### src/rtl/hd_demux4_lane_recover.sv
// 1-to-4 time-division demultiplexer: recovers four parallel lanes from a
// SOF-marked beat stream and drives the slot select back to the upstream mux.
module hd_demux4_lane_recover #(
  parameter int unsigned WIDTH = 8,
  parameter int unsigned CNTW  = 16
) (
  input  logic             CK,
  input  logic             R,
  input  logic [WIDTH-1:0] D,
  input  logic             DV,
  input  logic             SOF,
  output logic             SL0,
  output logic             SL1,
  output logic [WIDTH-1:0] Q0,
  output logic [WIDTH-1:0] Q1,
  output logic [WIDTH-1:0] Q2,
  output logic [WIDTH-1:0] Q3,
  output logic             QV,
  output logic             ERR,
  output logic [CNTW-1:0]  FCNT
);

  typedef enum logic {HUNT, RUN} state_t;

  state_t           state;
  logic [1:0]       slot;
  logic [WIDTH-1:0] stg0, stg1, stg2;

  // Select bits come straight from the slot register.
  assign SL0 = slot[0];
  assign SL1 = slot[1];

  always_ff @(posedge CK or posedge R) begin
    if (R) begin
      state <= HUNT;
      slot  <= 2'd0;
      stg0  <= '0;
      stg1  <= '0;
      stg2  <= '0;
      Q0    <= '0;
      Q1    <= '0;
      Q2    <= '0;
      Q3    <= '0;
      QV    <= 1'b0;
      ERR   <= 1'b0;
      FCNT  <= '0;
    end else begin
      QV  <= 1'b0;
      ERR <= 1'b0;
      if (DV) begin
        case (state)
          HUNT: begin
            if (SOF) begin
              stg0  <= D;
              slot  <= 2'd1;
              state <= RUN;
            end
          end
          RUN: begin
            if (SOF) begin
              // SOF anywhere but slot 0 drops the partial frame and resyncs.
              if (slot != 2'd0) ERR <= 1'b1;
              stg0 <= D;
              slot <= 2'd1;
            end else begin
              case (slot)
                2'd0: begin
                  ERR   <= 1'b1;
                  state <= HUNT;
                end
                2'd1: begin
                  stg1 <= D;
                  slot <= 2'd2;
                end
                2'd2: begin
                  stg2 <= D;
                  slot <= 2'd3;
                end
                default: begin
                  Q0   <= stg0;
                  Q1   <= stg1;
                  Q2   <= stg2;
                  Q3   <= D;
                  QV   <= 1'b1;
                  slot <= 2'd0;
                  if (FCNT != {CNTW{1'b1}}) FCNT <= FCNT + CNTW'(1);
                end
              endcase
            end
          end
          default: state <= HUNT;
        endcase
      end
    end
  end

endmodule

### config.mk
export PLATFORM = sky130hd
export DESIGN_NAME = hd_demux4_lane_recover
export DESIGN_NICKNAME = d
export VERILOG_FILES = /design/src/rtl/hd_demux4_lane_recover.sv
export SDC_FILE = /design/constraint.sdc
export NUM_CORES = 1
export LEC_CHECK = 0
export BUFFER_PORTS_ARGS = -buffer_cell sky130_fd_sc_hd__buf_2
export CAP_MARGIN = 20
export CORE_MARGIN = 2
export CORE_UTILIZATION = 54
export DETAILED_ROUTE_END_ITERATION = 7
export GPL_TIMING_DRIVEN = 0
export PLACE_DENSITY = 0.79
export SYNTH_ARGS = -nofsm -noshare
export SYNTH_HDL_FRONTEND = slang
export SYNTH_SLANG_ARGS = --single-unit
### constraint.sdc
create_clock -name CK -period 2.7 [get_ports CK]
set_input_delay 0.135 -clock CK [delete_from_list [all_inputs] [get_ports CK]]
set_output_delay 0.135 -clock CK [all_outputs]
set_load 0.1 [all_outputs]
==> reports/metrics.csv <==
metric;value;unit
tightest_slew;0.648;ns
synthToLayoutAreaGrowth;20.5;%
hold_violations;0;
firstDrtPassIters;4;
crit_buf_inv;2;
fmax;0.518;GHz
start_util;0.569;
cts_tree;built;
diodes;0;
core;5610;um2
grt-ovfl-total;0;
arrival;2.20;ns
cp_slowest_cell;dfrtp_1;
portBuffers;62;
synth-seq-cells;77;
clockBufferDepth;2;
syn_area;3190;um2
synth_cell_types;36;
root_buffer;clkbuf_8;
critPathKind;reg -> reg;
placedCellCount;424;
htreeDepth;3;
slew-limit-headroom;0.564;
yosys_warnings;0;
rsz0062_at_grt;no;
final_antenna_net_count;0;
final_util;0.686;
clock-sinks;77;
antenna_found_initial;0;
viasPerCell;5.22;
vias;2301;
status;finished clean;
async_reset_ff_frac;1.00;
hp-class;in -> reg;
tns;0;ns
stdcell_count;441;
finalMaxSlewViolations;0;
setup_viol;0;
drcViolationCount;0;
syn_avg_cell_area;11.0;um2
cap_violations;0;
fin_nets;382;
worst-path-max-fanout;10;
cts.clk_slew.worst_paths;0.08;ns
clk_latency;0.34;ns
crit_family;buffers and inverters;
synth_edf_count;0;
max_stage_delay;0.44;ns
row_count;27;
layout-drive-gt1-share;0.309;
synth_top_area_cell;dfrtp_1;
start_kind;flop;
hpwlAfterDp;4340;um
cts_buffers;9;
grt_start_max_net_pins;66;
ios;64;
cp.required;2.97;ns
grt_usage;0.213;
globalplace.congestion;0.800;
postSynthNetCount;307;
grt_pass1_wl;10600;um
cp_cell_sequence;ha_1 -> nand4b_4 -> clkbuf_1 -> clkbuf_1 -> nand2_1 -> nand2_1;
wl_per_cell;14.6;um
initialDrtViolationCount;171;
syn_inst;289;
synth_area_leaders;dfrtp_1 60%, nand2_1 12%, mux2_2 8.5%, ha_1 2.4%, xor2_1 2.2%;
die_w;80.9;um
layout_commonest_cell;nand2_1;
final_cell_mix;105 x nand2_1, 77 x dfrtp_1, 62 x buf_2;
yosys.area.top_type_share;0.604;
routed_wl;6440;um
synth_ff_type;dfrtp_1;
min_period_over_period;0.716;
layout_min_cycle_time;1.93;ns
dieHeight;80.9;um
yosysSeqAreaShare;0.604;
endpoint_kind;flop;
fp.dieArea;6540;um2
grt_pass1_vias;2201;
cts_setup_buffers;0;
skew;0.00755;ns
flip-flops by register name, indices dropped and copies added, names as in the netlist:
register,flops
ERR,1
FCNT,16
Q0,8
Q1,8
Q2,8
Q3,8
QV,1
slot,2
state,1
stg0,8
stg1,8
stg2,8
cells in the mapped netlist (2+ instances only):
cell type / n
clkbuf_1: 7
inv_1: 7
nor4_1: 4
nor2_1: 5
a31oi_1: 3
nand3_1: 6
nand4_1: 2
nand2_1: 105
or2_2: 2
ha_1: 6
dfrtp_1: 77
a21oi_1: 3
o31ai_1: 2
xor2_1: 8
mux2_2: 24
xnor2_1: 5
and3_1: 2
a211oi_1: 3
metal layers:
layer,share of wire,global-route usage,vias to the layer above,routed length (um)
met5,0,0,-,0
met4,0.018,0.0881,0,114
met3,0.047,0.0422,14,300
met2,0.47,0.327,64,3050
met1,0.46,0.299,1113,2980
li1,-,-,1110,-
final timing paths:
check                      endpoint     from  cells past startpoint  slack [ns]
max in group asynchronous   slot[0]        R                      4        1.90
min in group asynchronous  FCNT[12]        R                      3        0.26
setup / recovery              Q2[4]  slot[0]                      6        0.77
hold reg to reg               Q2[4]  stg2[4]                      2        0.46
hold / removal                Q3[2]     D[2]                      3        0.04
setup reg to reg              Q2[4]  slot[0]                      6        0.77
what timing repair did:
| item | 4_1_cts | 5_1_grt |
|---|---|---|
| resized for setup | 0 | 0 |
| setup endpoints to repair | 0 | 0 |
| hold buffers | 1 | 0 |
| hold endpoints to repair | 12 | 0 |
worst register-to-register path: stages, from the launching register on:
cell	delay, ns
dfrtp_1	0.44
ha_1	0.25
nand4b_4	0.15
clkbuf_1	0.36
clkbuf_1	0.44
nand2_1	0.14
nand2_1	0.09
kinds of logic after synthesis:
family	after synthesis	share of synthesized area
and+or+nand+nor	137	0.195
DFF	77	0.604
muxes	25	0.0894
buffers and inverters	16	0.0212
AOI/OAI and AO/OA	15	0.0310
xor gates and xnor gates	13	0.0357
adders and majority gates	6	0.0235
final cells by class:
class | instances | area (um2)
fill | 442 | 1760
clock inverter | 5 | 83.8
inverter | 8 | 32.5
timing repair buffer | 64 | 348
tap | 72 | 90.1
buffer | 8 | 37.5
sequential | 77 | 1930
clock buffer | 11 | 131
multi-input combinational | 196 | 1200
metrics by stage:
step / setup slack [ns] / instance area, um2 / hold slack (ns)
global route: 0.548 / 3850 / 0.0337
finish: 0.768 / 3850 / 0.0369
global placement: -0.242 / 3590 / 0.378
detailed placement: 0.832 / 3620 / 0.0693
CTS: 0.777 / 3850 / 0.0234
floorplan: 0.303 / 3190 / 0.224
Power is not shown: default switching activity piles up to over one toggle a cycle in this logic, so the estimate is an artifact.
